$ cat src/rtl/td4_pkg.sv
// rtl/td4_pkg.sv - shared widths, ROM FSM states and default boot image for the TD4 program ROM
package td4_pkg;

    localparam int TD4_AW    = 4;
    localparam int TD4_DW    = 8;
    localparam int TD4_DEPTH = 16;

    typedef enum logic [1:0] {
        IDLE = 2'd0,
        LOAD = 2'd1,
        RUN  = 2'd2
    } rom_state_t;

    // OUT 3 / OUT 12 / JMP 0: a blinking boot loop for bring-up
    localparam logic [TD4_DW-1:0] TD4_DEFAULT_PROG [TD4_DEPTH] = '{
        8'hB3, 8'hBC, 8'hF0, 8'h00,
        8'h00, 8'h00, 8'h00, 8'h00,
        8'h00, 8'h00, 8'h00, 8'h00,
        8'h00, 8'h00, 8'h00, 8'h00
    };

endpackage

$ cat src/rtl/td4_prog_mem.sv
// rtl/td4_prog_mem.sv - 16xDW flop array, one sync write port, combinational read (macro TD4_ROM_DEFAULT_PROG_EN)
module td4_prog_mem
    import td4_pkg::*;
#(
    parameter int AW    = TD4_AW,
    parameter int DW    = TD4_DW,
    parameter int DEPTH = 2**AW
) (
    input  logic          clk,
    input  logic          rst,
    input  logic          we,
    input  logic [AW-1:0] waddr,
    input  logic [DW-1:0] wdata,
    input  logic [AW-1:0] raddr,
    output logic [DW-1:0] rdata
);

    logic [DW-1:0] mem [DEPTH];

    always_ff @(posedge clk or negedge rst) begin
        if (!rst) begin
            for (int i = 0; i < DEPTH; i++) begin
`ifdef TD4_ROM_DEFAULT_PROG_EN
                mem[i] <= TD4_DEFAULT_PROG[i];
`else
                mem[i] <= '0;
`endif
            end
        end else if (we) begin
            mem[waddr] <= wdata;
        end
    end

    // A same-cycle write to raddr shows up only after the edge
    assign rdata = mem[raddr];

endmodule

$ cat src/rtl/td4_program_rom.sv
// rtl/td4_program_rom.sv - TD4 program memory with byte load port and CPU reset ownership (macro TD4_ROM_DEFAULT_PROG_EN)
module td4_program_rom
    import td4_pkg::*;
#(
    parameter int AW    = TD4_AW,
    parameter int DW    = TD4_DW,
    parameter int DEPTH = 2**AW
) (
    input  logic          clk,
    input  logic          rst,
    input  logic [AW-1:0] addr,
    output logic [DW-1:0] data,
    output logic          cpu_rst,
    input  logic          load_start,
    input  logic          load_valid,
    input  logic [DW-1:0] load_data,
    output logic          load_ready,
    output logic          load_done
);

`ifdef TD4_ROM_DEFAULT_PROG_EN
    localparam rom_state_t RESET_STATE = RUN;
`else
    localparam rom_state_t RESET_STATE = IDLE;
`endif

    rom_state_t    state;
    logic [AW-1:0] wr_ptr;
    logic          xfer;
    logic          last_xfer;

    // A restart request takes priority, so a byte offered with it is dropped
    assign xfer       = (state == LOAD) && load_valid && !load_start;
    assign last_xfer  = xfer && (wr_ptr == AW'(DEPTH - 1));
    assign load_ready = (state == LOAD);

    always_ff @(posedge clk or negedge rst) begin
        if (!rst) begin
            state     <= RESET_STATE;
            wr_ptr    <= '0;
            cpu_rst   <= 1'b0;
            load_done <= 1'b0;
        end else begin
            load_done <= last_xfer;
            cpu_rst   <= (state == RUN) && !load_start;
            if (load_start) begin
                state  <= LOAD;
                wr_ptr <= '0;
            end else if (xfer) begin
                wr_ptr <= wr_ptr + AW'(1);
                if (last_xfer) begin
                    state <= RUN;
                end
            end
        end
    end

    td4_prog_mem #(
        .AW    (AW),
        .DW    (DW),
        .DEPTH (DEPTH)
    ) u_mem (
        .clk   (clk),
        .rst   (rst),
        .we    (xfer),
        .waddr (wr_ptr),
        .wdata (load_data),
        .raddr (addr),
        .rdata (data)
    );

endmodule
$ cat config.mk
export PLATFORM = sky130hd
export DESIGN_NAME = td4_program_rom
export DESIGN_NICKNAME = d
export VERILOG_FILES = /design/src/rtl/td4_pkg.sv /design/src/rtl/td4_prog_mem.sv /design/src/rtl/td4_program_rom.sv
export SDC_FILE = /design/constraint.sdc
export NUM_CORES = 1
export LEC_CHECK = 0
export ABC_AREA = 0
export CAP_MARGIN = 15
export CORE_ASPECT_RATIO = 0.7
export CORE_MARGIN = 10
export CORE_UTILIZATION = 33
export DETAILED_ROUTE_END_ITERATION = 10
export DONT_BUFFER_PORTS = 1
export SLEW_MARGIN = 15
export SYNTH_ARGS = -nofsm -noshare
export SYNTH_HDL_FRONTEND = slang
export SYNTH_HIERARCHICAL = 1
export SYNTH_SLANG_ARGS = --single-unit
export TNS_END_PERCENT = 1
$ cat constraint.sdc
create_clock -name clk -period 2.6 [get_ports clk]
set_input_delay 0.52 -clock clk [delete_from_list [all_inputs] [get_ports clk]]
set_output_delay 0.52 -clock clk [all_outputs]
set_load 0.02 [all_outputs]
* Word level (Yosys, flattened, before mapping)
Index checks and enable logic that the tools add are counted.
Storage, ports and cells: flip-flop bits (word level) 136, bits of input ports 16, output and inout bits 11, logic and storage cells 49
Cells by class: $add $sub $neg 1, order comparisons 3, equality and inequality tests 3, mux-type cells 11, bitwise operators 2, reduce and logical (&&, ||, !) cells 9
Operators by type and width (count):
- 128-bit bitwise mux | 1
- 8-bit binary-select mux with 4-bit select | 1
- 8-bit demux with 4-bit select | 1
- 8-bit 2-to-1 mux | 3
- 5-bit >= comparator (second input constant) | 2
- 4-bit NOT with 5-bit output | 2
- 4-bit 2-to-1 mux | 2
- 2-bit 2-to-1 mux | 3
- 1-bit logical AND | 5
- 5-bit by 1-bit less-than comparator with 1-bit output (second input constant) | 1
- 4-bit by 1-bit adder with 4-bit output (second input constant) | 1
- 4-bit equality test (second input constant) | 1
- 2-bit nonzero test | 2
- 2-bit by 1-bit equality test with 1-bit output (second input constant) | 1
- 2-bit equality test (second input constant) | 1
- 2-bit AND reduction | 1
- 1-bit zero test | 1

* Depth between registers and ports, before layout
word-level depth 7, depth in mapped cells 6, mapped depth without buffers 5

* Cells and area by module
Netlist, hierarchy kept.
Modules (own cells, without submodules):
- td4_prog_mem | times used 1, cells an instance 365, area an instance 5870.6 µm², seq. area each 3203.1 µm²
- td4_program_rom | times used 1, cells an instance 31, area an instance 351.6 µm², seq. area each 200.2 µm²

* Least setup slack after synthesis
Ideal clock, no wire load.
path type input to output, start point input addr[0], end point output data[1], arrival 1814 ps, required time 2080 ps, path slack 266 ps, stages on the path 5, buffers on the path 2, cell sequence buf_2 buf_2 mux4_2 a22oi_1 nand2_1
Between the ends: longest elaborated chain between the ends 4
Ends and longest elaborated chain:
- start: declaration | RTL line td4_program_rom.sv:11 | input logic [AW-1:0] addr,
- 4-bit NOT with 5-bit output (implied by the code) | RTL line td4_prog_mem.sv:35 | assign rdata = mem[raddr];
- 8-bit binary-select mux with 4-bit select | RTL line td4_prog_mem.sv:35
- 8-bit 2-to-1 mux (implied by the code) (2 in a row) | RTL line td4_prog_mem.sv:35
- end: declaration | RTL line td4_program_rom.sv:12 | output logic [DW-1:0] data,
No other way between the ends. The select of a mux whose other input is x is not followed.

* Worst setup path in the final report
start point register state[1], end point register u_mem/mem[59] (netlist bit)
Between the ends: longest elaborated chain between the ends 3
Ends and longest elaborated chain:
- start: declaration | RTL line td4_program_rom.sv:27 | rom_state_t state;
- start signal: assignment | RTL line td4_program_rom.sv:39 | state <= RESET_STATE;
- start signal: assignment | RTL line td4_program_rom.sv:47 | state <= LOAD;
- start signal: assignment | RTL line td4_program_rom.sv:52 | state <= RUN;
- 2-bit by 1-bit equality test with 1-bit output | RTL line td4_program_rom.sv:33 | assign xfer = (state == LOAD) && load_valid && !load_start;
- 1-bit logical AND (2 in a row) | RTL line td4_program_rom.sv:33
- via xfer | RTL line td4_program_rom.sv:29 | logic xfer;
- end signal: indexed assignment | RTL line td4_prog_mem.sv:30 | mem[waddr] <= wdata;
- end: declaration | RTL line td4_prog_mem.sv:18 | logic [DW-1:0] mem [DEPTH];
The timed path passes the listed nets, and every way through them passes these cells. A chain may end at the register's enable or synchronous reset.

==> impl_metrics.tcl <==
set metrics [dict create \
    switching_share_pct 24.7 \
    die_height_um 135 \
    drcViolationCount 0 \
    synth_top_cell_by_area "dfrtp_1" \
    period_needed_ns 2.27 \
    p_clk_share_pct 45.3 \
    critPathKind "reg -> reg" \
    syn_avg_cell_area_um2 15.7 \
    cts_max_level 4 \
    fin_tns_setup_ns 0 \
    hold_violations 136 \
    grt_pass1_wl_um 22200 \
    cts_setup_buffers 0 \
    irDropWorstVdd_mv 0.500 \
    core_um2 18300 \
    critPathLaunchType "flip-flop" \
    rows 41 \
    finalSetupViolations 0 \
    drt_pass1_iterations 4 \
    hold_ws_ns -0.204 \
    cp_data_arrival_time_ns 2.56 \
    cp_top_family "simple AND/OR/NAND/NOR gates" \
    synth_async_sr_flop_share_pct 100 \
    yosysTopAreaCellShare_pct 54.7 \
    crit_fanout 8 \
    cts_sinks 136 \
    wl_per_cell_um 21.4 \
    power_density_nw_per_um2 715 \
    cts_tree "built" \
    drt_iter0_drc 318 \
    initial_core_util_pct 34.1 \
    final_core_util_pct 38.6 \
    synth_edf_count 0 \
    num_antenna_cells 0 \
    synth_seq_area_share_pct 54.7 \
    tightest_slew_ns 0.912 \
    leakage_nw 3.22 \
    vias 3470 \
    fp.dieArea_um2 24800 \
    r2r_slack_ns 0.33 \
    p_sw_mw 1.24 \
    grt-ovfl-total 0 \
    synth.most_common_cell "dfrtp_1" \
    synth-main-ff-cell "dfrtp_1" \
    clock_skew_ns 0.0136 \
    drive_gt1_share_pct 53.0 \
    hp-class "in -> async" \
    worstPathCellList "nand3b_4, nor2_1, nand2b_1, or3_1, mux2_2" \
    cp-end-kind "flip-flop" \
    pwr-share-comb_pct 7.4 \
    cp_num_buf_inv 0 \
    die_x_um 184 \
    yosysUniqueCellTypes 33 \
    slowest_stage "or3_1" \
    cts_buffer_depth 2 \
    seq_power_share_pct 47.3 \
    cap_violations 0 \
    rsz0062_at_grt "false" \
    cts_resized 0 \
    numCtsBuffers 17 \
    pin_count 27 \
    port_buffers 0 \
    status "complete, but fails checks" \
    grt_max_degree 137 \
    synth_cells 396 \
    fmax_mhz 441 \
    avgViaCountPerCell 5.33 \
    synth_area_um2 6220 \
    crit_path_max_incr_delay_ns 0.59 \
    ant_nets 0 \
    synth_warnings 6 \
    grt_use_total_pct 11.9 \
    violations "hold timing" \
    required_ns 2.89 \
    power.internal_mw 3.79 \
    clk_pin_slew_ns 0.06 \
    drt-total-wl_um 13900 \
    num-nets-final 419 \
    synth_seq_cells 136 \
    insertion_delay_ns 0.41 \
    report.final.slew_viol_count 0 \
    relSlewSlack_pct 39.1 \
    synthTopCellsByArea "dfrtp_1 (55%), mux2_2 (23%), mux4_2 (12%)" \
    cts-root-buf "clkbuf_16" \
    syn2layout_area_growth_pct 13.2 \
    dpl.hpwl_um 9180 \
    netlist_top_cells_count "dfrtp_1 (136), mux2_2 (128), mux4_2 (32)" \
    antenna_found_initial 0 \
    syn_nets 413 \
    place.gp.congestion 0.749 \
    fin_crit_sh_pct 87.2 \
    grt_pass1_vias 3702 \
]
[stage by stage]
stage	instance area, um^2	std cells	power [mW]	hold slack (ns)	setup WS [ns]
2_1_floorplan	6220	396	2.74	0.224	0.266
3_3_place_gp	6480	619	2.77	0.230	0.378
4_1_cts	7040	651	5.08	-0.215	0.328
3_5_place_dp	6480	619	2.79	0.230	0.390
6_report	7040	651	5.03	-0.204	0.332
5_1_grt	7040	651	5.25	-0.226	0.248
[final cells by class]
| cell class | count | area, um^2 |
|---|---|---|
| clock inverters | 14 | 131 |
| multi-input cells | 234 | 2690 |
| repair buffers | 12 | 90.1 |
| inverters | 1 | 3.75 |
| fillers | 1704 | 11200 |
| well taps | 236 | 295 |
| flip-flops and latches | 136 | 3400 |
| clock buffers | 18 | 429 |
[power by group through the flow]
stage,Clock [mW],Combinational (mW),Sequential [mW]
final,2.28,0.375,2.38
after floorplan,0,0.359,2.38
after global routing,2.44,0.406,2.40
after detailed placement,0,0.376,2.42
after global placement,0,0.367,2.41
after CTS,2.32,0.378,2.38
[cells in the final DEF (no fill, tap or decap), types with 4 or more instances in the layout]
cell type | Yosys | routed
inv_8 | 0 | 5
nand3_1 | 4 | 4
clkbuf_16 | 0 | 17
nand2_1 | 10 | 10
buf_4 | 1 | 12
nor2_2 | 6 | 6
mux2_2 | 128 | 128
nor3_2 | 6 | 6
nor2_1 | 6 | 6
dfrtp_1 | 136 | 136
a22oi_1 | 16 | 16
mux4_2 | 32 | 32
[layer usage]
layer	vias to the layer above	routed length [um]	GRT usage [%]	part of all wire (%)
met2	70	6130	17.4	44
met3	14	829	3.91	6.0
met4	0	159	3.86	1.1
met5	-	0	0	0
li1	1501	-	-	-
met1	1885	6810	16.3	49
[registers in the layout (all words and copies together) (netlist names)]
register   cells
state          2
cpu_rst        1
u_mem/mem    128
load_done      1
wr_ptr         4
[worst register-to-register path, delay by kind of cell, from the launching register on]
kind,cells,cell delay [ns]
muxes,1,0.36
DFF,1,0.40
and+or+nand+nor,4,1.38
[worst paths after layout]
kind / start / to / cells after the start
max: state[1] / u_mem/mem[59] / 5
min: rst / cpu_rst / 0
min reg2reg: u_mem/mem[107] / u_mem/mem[107] / 1
min in group clk: load_start / load_done / 1
max reg2reg: state[1] / u_mem/mem[59] / 5
max in group asynchronous: rst / wr_ptr[0] / 0
[kinds of logic after synthesis]
family | Yosys count | synth area share, %
AND/OR/NAND/NOR | 50 | 5.51
AO/OA/AOI/OAI | 20 | 2.29
adder cells (fa/ha/maj) | 1 | 0.201
flip-flops | 136 | 54.7
XOR/XNOR | 2 | 0.282
buffers and inverters | 26 | 2.11
multiplexers | 161 | 34.9
No activity file was read; power rests on OpenSTA's default activity.
